<file path="config.mk">
export PLATFORM = sky130hd
export DESIGN_NAME = mem_port_arbiter
export DESIGN_NICKNAME = d
export VERILOG_FILES = /design/src/rtl/mem_arb_pkg.sv /design/src/rtl/arb_starve_ctr.sv /design/src/rtl/mem_port_arbiter.sv
export SDC_FILE = /design/constraint.sdc
export NUM_CORES = 1
export LEC_CHECK = 0
export CAP_MARGIN = 40
export CORE_AREA = 4 4 84 86
export CTS_CLUSTER_DIAMETER = 40
export DETAILED_ROUTE_END_ITERATION = 8
export DIE_AREA = 0 0 88 90
export HOLD_SLACK_MARGIN = 0.15
export PLACE_DENSITY_LB_ADDON = 0.2
export SKIP_LAST_GASP = 1
export SYNTH_ARGS = -nofsm -noshare
export SYNTH_HDL_FRONTEND = slang
export SYNTH_SLANG_ARGS = --single-unit
</file>
<file path="constraint.sdc">
create_clock -name clk -period 2.9 [get_ports clk]
set_clock_uncertainty 0.05 [all_clocks]
set_input_delay 0.29 -clock clk [delete_from_list [all_inputs] [get_ports clk]]
set_output_delay 0.29 -clock clk [all_outputs]
set_load 0.02 [all_outputs]
</file>
<file path="src/rtl/mem_arb_pkg.sv">
// Shared definitions for the memory port arbiter: FSM encoding, owner codes
// and the data word returned on an aborted (timed-out) access.
package mem_arb_pkg;

    typedef enum logic [1:0] {
        ST_IDLE = 2'd0,
        ST_BUSY = 2'd1,
        ST_RESP = 2'd2
    } state_e;

    localparam logic OWN_IF = 1'b0;
    localparam logic OWN_EX = 1'b1;

    localparam logic [15:0] TIMEOUT_DATA = 16'hDEAD;

endpackage

</file>
<file path="src/rtl/arb_starve_ctr.sv">
// Saturating count of EX grants taken while IF was waiting. Once it reaches
// STARVE_MAX the next contended grant must go to IF (force_if).
module arb_starve_ctr #(
    parameter int STARVE_MAX = 4
) (
    input  logic clk,
    input  logic rst,
    input  logic grant_if,
    input  logic grant_ex,
    input  logic if_waiting,
    output logic force_if
);

    logic [3:0] cnt_q, cnt_d;

    // Clear on an IF grant, count EX grants that bypassed a waiting IF.
    always_comb begin
        cnt_d = cnt_q;
        if (grant_if) begin
            cnt_d = 4'd0;
        end else if (grant_ex && if_waiting && (cnt_q != 4'(STARVE_MAX))) begin
            cnt_d = cnt_q + 4'd1;
        end
    end

    // Counter register.
    always_ff @(posedge clk or posedge rst) begin
        if (rst) cnt_q <= 4'd0;
        else     cnt_q <= cnt_d;
    end

    assign force_if = (cnt_q == 4'(STARVE_MAX));

endmodule

</file>
<file path="src/rtl/mem_port_arbiter.sv">
// Two-requester arbiter (IF read-only, EX load/store) in front of a single
// ported memory. IDLE -> BUSY -> RESP -> IDLE; EX has priority unless IF has
// been bypassed STARVE_MAX times in a row.
// Optional MEM_TIMEOUT_EN: abort a BUSY access after TIMEOUT cycles without
// mem_ack, returning TIMEOUT_DATA with err=1.
module mem_port_arbiter
    import mem_arb_pkg::*;
#(
    parameter int ADDR_W     = 8,
    parameter int DATA_W     = 16,
    parameter int STARVE_MAX = 4,
    parameter int TIMEOUT    = 15
) (
    input  logic              clk,
    input  logic              rst,
    input  logic              if_req,
    input  logic [ADDR_W-1:0] if_addr,
    output logic [DATA_W-1:0] if_rdata,
    output logic              if_ready,
    input  logic              ex_req,
    input  logic              ex_we,
    input  logic [ADDR_W-1:0] ex_addr,
    input  logic [DATA_W-1:0] ex_wdata,
    output logic [DATA_W-1:0] ex_rdata,
    output logic              ex_ready,
    output logic              mem_req,
    output logic              mem_we,
    output logic [ADDR_W-1:0] mem_addr,
    output logic [DATA_W-1:0] mem_wdata,
    input  logic [DATA_W-1:0] mem_rdata,
    input  logic              mem_ack,
    output logic              owner,
    output logic              busy,
    output logic              err
);

    if (STARVE_MAX < 1 || STARVE_MAX > 15) begin : g_bad_starve
        $error("mem_port_arbiter: STARVE_MAX must be 1..15");
    end
    if (TIMEOUT < 1 || TIMEOUT > 15) begin : g_bad_timeout
        $error("mem_port_arbiter: TIMEOUT must be 1..15");
    end

    state_e            state_q, state_d;
    logic              owner_q, owner_d;
    logic              mem_req_q, mem_req_d;
    logic              mem_we_q, mem_we_d;
    logic [ADDR_W-1:0] mem_addr_q, mem_addr_d;
    logic [DATA_W-1:0] mem_wdata_q, mem_wdata_d;
    logic [DATA_W-1:0] if_rdata_q, if_rdata_d;
    logic [DATA_W-1:0] ex_rdata_q, ex_rdata_d;
    logic              if_ready_q, if_ready_d;
    logic              ex_ready_q, ex_ready_d;
    logic              busy_q, busy_d;
    logic              grant_if, grant_ex;
    logic              force_if;
`ifdef MEM_TIMEOUT_EN
    logic              err_q, err_d;
    logic [3:0]        wait_cnt_q, wait_cnt_d;
`endif

    arb_starve_ctr #(
        .STARVE_MAX (STARVE_MAX)
    ) u_starve (
        .clk        (clk),
        .rst        (rst),
        .grant_if   (grant_if),
        .grant_ex   (grant_ex),
        .if_waiting (if_req),
        .force_if   (force_if)
    );

    // Next-state logic: arbitrate in IDLE, wait for ack in BUSY, one-cycle RESP.
    always_comb begin
        state_d     = state_q;
        owner_d     = owner_q;
        mem_req_d   = mem_req_q;
        mem_we_d    = mem_we_q;
        mem_addr_d  = mem_addr_q;
        mem_wdata_d = mem_wdata_q;
        if_rdata_d  = if_rdata_q;
        ex_rdata_d  = ex_rdata_q;
        if_ready_d  = 1'b0;
        ex_ready_d  = 1'b0;
        grant_if    = 1'b0;
        grant_ex    = 1'b0;
`ifdef MEM_TIMEOUT_EN
        err_d       = 1'b0;
        wait_cnt_d  = wait_cnt_q;
`endif
        case (state_q)
            ST_IDLE: begin
`ifdef MEM_TIMEOUT_EN
                wait_cnt_d = 4'd0;
`endif
                if (if_req && (!ex_req || force_if)) begin
                    grant_if   = 1'b1;
                    owner_d    = OWN_IF;
                    mem_we_d   = 1'b0;
                    mem_addr_d = if_addr;
                    mem_req_d  = 1'b1;
                    state_d    = ST_BUSY;
                end else if (ex_req) begin
                    grant_ex    = 1'b1;
                    owner_d     = OWN_EX;
                    mem_we_d    = ex_we;
                    mem_addr_d  = ex_addr;
                    mem_wdata_d = ex_wdata;
                    mem_req_d   = 1'b1;
                    state_d     = ST_BUSY;
                end
            end
            ST_BUSY: begin
                if (mem_ack) begin
                    mem_req_d = 1'b0;
                    // Stores leave both rdata registers untouched.
                    if (!mem_we_q) begin
                        if (owner_q == OWN_EX) ex_rdata_d = mem_rdata;
                        else                   if_rdata_d = mem_rdata;
                    end
                    if (owner_q == OWN_EX) ex_ready_d = 1'b1;
                    else                   if_ready_d = 1'b1;
                    state_d = ST_RESP;
                end
`ifdef MEM_TIMEOUT_EN
                else if (wait_cnt_q == 4'(TIMEOUT - 1)) begin
                    mem_req_d = 1'b0;
                    err_d     = 1'b1;
                    if (owner_q == OWN_EX) begin
                        ex_rdata_d = DATA_W'(TIMEOUT_DATA);
                        ex_ready_d = 1'b1;
                    end else begin
                        if_rdata_d = DATA_W'(TIMEOUT_DATA);
                        if_ready_d = 1'b1;
                    end
                    state_d = ST_RESP;
                end else begin
                    wait_cnt_d = wait_cnt_q + 4'd1;
                end
`endif
            end
            ST_RESP: begin
                state_d = ST_IDLE;
            end
            default: begin
                state_d   = ST_IDLE;
                mem_req_d = 1'b0;
            end
        endcase
        busy_d = (state_d != ST_IDLE);
    end

    // State and registered outputs; async reset drops any access in flight.
    always_ff @(posedge clk or posedge rst) begin
        if (rst) begin
            state_q     <= ST_IDLE;
            owner_q     <= OWN_IF;
            mem_req_q   <= 1'b0;
            mem_we_q    <= 1'b0;
            mem_addr_q  <= '0;
            mem_wdata_q <= '0;
            if_rdata_q  <= '0;
            ex_rdata_q  <= '0;
            if_ready_q  <= 1'b0;
            ex_ready_q  <= 1'b0;
            busy_q      <= 1'b0;
        end else begin
            state_q     <= state_d;
            owner_q     <= owner_d;
            mem_req_q   <= mem_req_d;
            mem_we_q    <= mem_we_d;
            mem_addr_q  <= mem_addr_d;
            mem_wdata_q <= mem_wdata_d;
            if_rdata_q  <= if_rdata_d;
            ex_rdata_q  <= ex_rdata_d;
            if_ready_q  <= if_ready_d;
            ex_ready_q  <= ex_ready_d;
            busy_q      <= busy_d;
        end
    end

`ifdef MEM_TIMEOUT_EN
    // Timeout bookkeeping: BUSY wait counter and the abort flag.
    always_ff @(posedge clk or posedge rst) begin
        if (rst) begin
            err_q      <= 1'b0;
            wait_cnt_q <= 4'd0;
        end else begin
            err_q      <= err_d;
            wait_cnt_q <= wait_cnt_d;
        end
    end
    assign err = err_q;
`else
    assign err = 1'b0;
`endif

    assign owner     = owner_q;
    assign busy      = busy_q;
    assign mem_req   = mem_req_q;
    assign mem_we    = mem_we_q;
    assign mem_addr  = mem_addr_q;
    assign mem_wdata = mem_wdata_q;
    assign if_rdata  = if_rdata_q;
    assign ex_rdata  = ex_rdata_q;
    assign if_ready  = if_ready_q;
    assign ex_ready  = ex_ready_q;

endmodule

</file>
**Yosys cells after proc, flatten, opt, wreduce, memory -nomap -nowiden**

Index checks and enable logic that the tools add are counted.

- Reductions and logical operators: 14
- Add/subtract/negate cells: 1
- Equality and inequality tests: 6
- Mux-type cells: 26
- Bitwise operators: 4

Operator list:

| cell | count |
|---|---|
| $mux W1 | 17 |
| $mux W8 | 2 |
| $mux W4 | 2 |
| $reduce_and A4 Y1 | 2 |
| $mux W2 | 3 |
| $reduce_and A3 Y1 | 2 |
| $reduce_bool A2 Y1 | 3 |
| $add A4 B1 Y4 const B | 1 |
| $eq A4 B3 Y1 const B | 1 |
| $ne A4 B3 Y1 const B | 1 |
| $not A1 Y1 | 4 |
| $pmux W2 S2 | 1 |
| $logic_and A1 B1 Y1 | 3 |
| $ne A3 B3 Y1 const B | 1 |
| $pmux W1 S3 | 1 |
| $eq A2 B1 Y1 const B | 1 |
| $eq A2 B2 Y1 const B | 1 |
| $logic_not A2 Y1 | 1 |
| $ne A2 B2 Y1 const B | 1 |
| $reduce_and A2 Y1 | 1 |
| $logic_not A1 Y1 | 1 |
| $logic_or A1 B1 Y1 | 1 |

- Logic and storage cells: 63
- Output and inout bits: 63
- Register bits after elaboration: 68

**Logic depth before layout (Yosys ltp)**

- Depth in word-level cells: 9
- Gate-level depth with buffers: 7
- Gate-level depth less buffers: 5

**By module**

From an unflattened synthesis, not the netlist that was laid out.

- Cells, all modules: 206
- Area total of the unflattened synthesis: 2865.2 um^2

Modules (own cells, without submodules):

| module | times used | sequential area each (um^2) | cells an instance | area an instance (um^2) |
|---|---|---|---|---|
| mem_port_arbiter | 1 | 1601.5 | 180 | 2627.5 |
| arb_starve_ctr | 1 | 100.1 | 26 | 237.7 |

**Worst setup path after synthesis**

No wires, ideal clock.

- Kind: reg-to-reg
- Start: register u_starve.cnt_q[0]
- End: register mem_wdata_q[0] (netlist: mem_wdata[0])
- Clock period less this slack: 1.800 ns
- Arrival time: 1.625 ns
- Slack: 1.100 ns
- Required time: 2.725 ns
- Stages on the path, launching flop included: 8
- Cells stage by stage: dfrtp_1 > inv_1 > ha_1 > nand4b_1 > and3_1 > buf_2 > buf_2 > mux2_2

- Cells in the longest elaborated chain, start to end: 5

RTL lines:

| item | RTL line | RTL |
|---|---|---|
| from (decl) | arb_starve_ctr.sv:14 | `logic [3:0] cnt_q, cnt_d;` |
| from (signal assigned) | arb_starve_ctr.sv:29 | `else cnt_q <= cnt_d;` |
| $eq A4 B3 Y1 | arb_starve_ctr.sv:32 | `assign force_if = (cnt_q == 4'(STARVE_MAX));` |
| $logic_or A1 B1 Y1 | mem_port_arbiter.sv:96 | `if (if_req && (!ex_req \|\| force_if)) begin` |
| $logic_and A1 B1 Y1 | mem_port_arbiter.sv:96 |  |
| $not A1 Y1 (no source line) | -- |  |
| $reduce_and A3 Y1 (no source line) | -- |  |
| to (signal assigned) | mem_port_arbiter.sv:173 | `mem_wdata_q <= mem_wdata_d;` |
| to (decl) | mem_port_arbiter.sv:49 | `logic [DATA_W-1:0] mem_wdata_q, mem_wdata_d;` |

Every way passes these cells.
A chain may end at the register's enable or synchronous reset.

**Worst setup path after layout**

- Start: register u_starve.cnt_q[0]
- End: register mem_wdata_q[1] (netlist: mem_wdata[1])

Same word-level chain as after synthesis.

==> results.md <==
* Status: completed
* Final worst slack at 778 ps
* Synth Flop Type: dfrtp_1
* Finish-stage setup viols at 0
* Worst-margin pin slew at 886 ps
* Placed cells at 388
* CTS resizes at 0
* Clock transition at the registers of the reported paths at 70 ps
* # diodes at 0
* P&R area growth vs syn at 50.8%
* Total negative slack at 0 ps
* Yosys reg bits at 68
* Static Leakage at 1.86 nW
* Num ports at 117
* GPL Wtd Cong at 0.742
* Placed Instance Area at 4060 um^2
* Post-Syn Instances at 203
* Worst path bufs/invs at 1
* Final Cell Area at 4270 um^2
* Post-CTS Hold Buffers at 0
* Slew headroom at 40.9%
* Mapped Nets at 259
* Syn_area_per_cell at 13.9 um^2
* DR pass1 iterations at 4
* CP Capture Type: flop
* Largest net degree at the start of global routing at 69
* Cts bufs inserted at 9
* CP arrival at 2270 ps
* Max Freq at 471 MHz
* Share of the synthesized area in the top cell type at 60.1%
* Biggest area consumer among synthesized cells: dfrtp_1
* Site Rows at 29
* TritonCTS clock tree: built
* Critical path startpoint category: flop
* Final period util at 73.2%
* Antenna-violating nets left at 0
* Slowest CP cell: and3_1
* Die area at 7920 um^2
* Worst vdd ir at 0.568 mV
* CP delay by family, top: simple AND/OR/NAND/NOR gates
* Synthesized area at 2830 um^2
* Detailed Route WL at 6320 um
* Crit. path cell count at 5
* Nets at 378
* Worst path required time at 3050 ps
* Post-CTS Setup Repair Bufs at 0
* CTS Root Buffer Type: clkbuf_8
* Total GRT Usage at 16.2%
* Vias per cell at 5.02
* Clk Latency, worst-skew pair at 320 ps
* Layout Cells excl Fill at 403
* Async S/R FF share, synth at 100%
* Max-Cap Viols at 0
* Sequential area share after synthesis at 60.1%
* H-tree Lvls at 3
* Initial Util at 45.1%
* CP max stage delay at 700 ps
* Warnings, synthesis at 0
* Synth area leaders: dfrtp_1 60%, mux2_2 15%, mux2_4 5.3%, o221ai_1 2.5%, nand4_1 2.0%
* Initial antenna violation count at 0
* Max FO, Critical Path at 19
* Vias at 2025
* Vias in the first global route at 2123
* Slew Viols, Final at 0
* Endpoints failing hold at 0
* Pwr Density at 1140 nW/um^2
* Routed wire length per instance at 15.7 um
* CP Class: reg2reg
* Tmin final at 2120 ps
* Layout cell share with drive strength beyond 1 at 22.1%
* First-pass GRT wire length at 10200 um
* EDFF count, synth at 0
* Die W at 88 um
* DP Wirelength at 4620 um
* Reg2Reg Depth at 5
* CP Cell Sequence: inv_1, ha_1, nand4b_1, and3_1, mux2_2
* Clock Tree Buf Depth at 2
* RSZ-0062 raised after global routing: no
* Core area at 6280 um^2
* DRC at 0
* HP Class: in2async
* Place WS at 559 ps
* I/O Buffers at 115
* Iter 0 DRT Violations at 68
* # clock sinks at 68
* Cell variety after synth at 35
* Hold_ws at 386 ps
* Global route overflow at 0
* Die H at 90 um
==> logic make-up after synthesis <==
group | share of synthesized area, %
other | 0.132
adder cells (fa/ha/maj) | 0.884
multiplexers | 21.1
AO/OA/AOI/OAI | 4.99
AND/OR/NAND/NOR | 8.09
flip-flops | 60.1
buffers and inverters | 4.68
==> placed cells by master (no fill, tap or decap), types with 2 or more instances in the layout <==
cell             count
clkdlybuf4s50_1    115
dfrtp_1             68
mux2_2              38
inv_1               13
mux2_4              10
nand3_1              9
nand4_1              9
clkbuf_8             9
o221ai_1             8
nand2_1              5
buf_4                5
o21ai_0              3
nor2_1               2
or3b_1               2
mux2i_1              2
and2_1               2
ha_1                 2
clkinv_2             2
bufinv_16            2
==> metal layers <==
metal  share of wire [%]  GRT usage (%)
met2                  48           25.3
met1                  43           20.7
met5                   0              0
met4                 1.0           6.14
met3                 8.3           5.30
==> metrics by stage <==
stage | total power, W | util [%]
2_1_floorplan | 0.00298 | -
3_3_place_gp | 0.00404 | 64.3
3_5_place_dp | 0.00409 | 64.7
4_1_cts | 0.00492 | 68.0
5_1_grt | 0.00514 | 68.0
6_report | 0.00485 | 68.0
==> synth_stat cells (2+ instances only) <==
library cell	count
mux2_4	10
o21ai_0	3
buf_2	3
nor2_1	2
or3b_1	2
ha_1	2
inv_1	14
mux2_2	38
and2_1	2
clkbuf_1	7
nand3_1	9
nand4_1	9
o221ai_1	8
dfrtp_1	68
mux2i_1	2
nand2_1	5
==> cell type report <==
type | count | area (um^2)
Clock inverter | 5 | 77.6
Clock buffer | 10 | 128
Timing Repair Buffer | 121 | 1220
Inverter | 14 | 52.6
Multi-Input combinational cell | 108 | 997
Fill cell | 462 | 2010
Tap cell | 77 | 96.3
Sequential cell | 68 | 1700
==> tightest hold or removal path: cells and delay by family <==
family / cells / cell delay [ps]
buffers and inverters: 4 / 850
==> state kept, by name (all words and copies together), names as in the netlist <==
signal and flops:
busy 1, ex_rdata 16, ex_ready 1, if_rdata 16, if_ready 1, mem_addr 8
mem_req 1, mem_wdata 16, mem_we 1, owner 1, state_q 2, u_starve.cnt_q 4
==> path summary, 6_finish.rpt <==
| path | endpoint | startpoint | slack, ps |
|---|---|---|---|
| max | mem_wdata[1] | u_starve.cnt_q[0] | 780 |
| min | ex_rdata[8] | rst | 390 |
| max reg2reg | mem_wdata[1] | u_starve.cnt_q[0] | 780 |
| min reg2reg | u_starve.cnt_q[3] | u_starve.cnt_q[3] | 450 |
| max in group asynchronous | mem_addr[0] | rst | 2140 |
| min in group clk | u_starve.cnt_q[3] | u_starve.cnt_q[3] | 450 |
==> power by group <==
group          switching, W  internal, W
logic               0.00109      0.00128
registers          0.000269      0.00141
clock network      0.000322     0.000477
(Power assumes the default switching activity.)
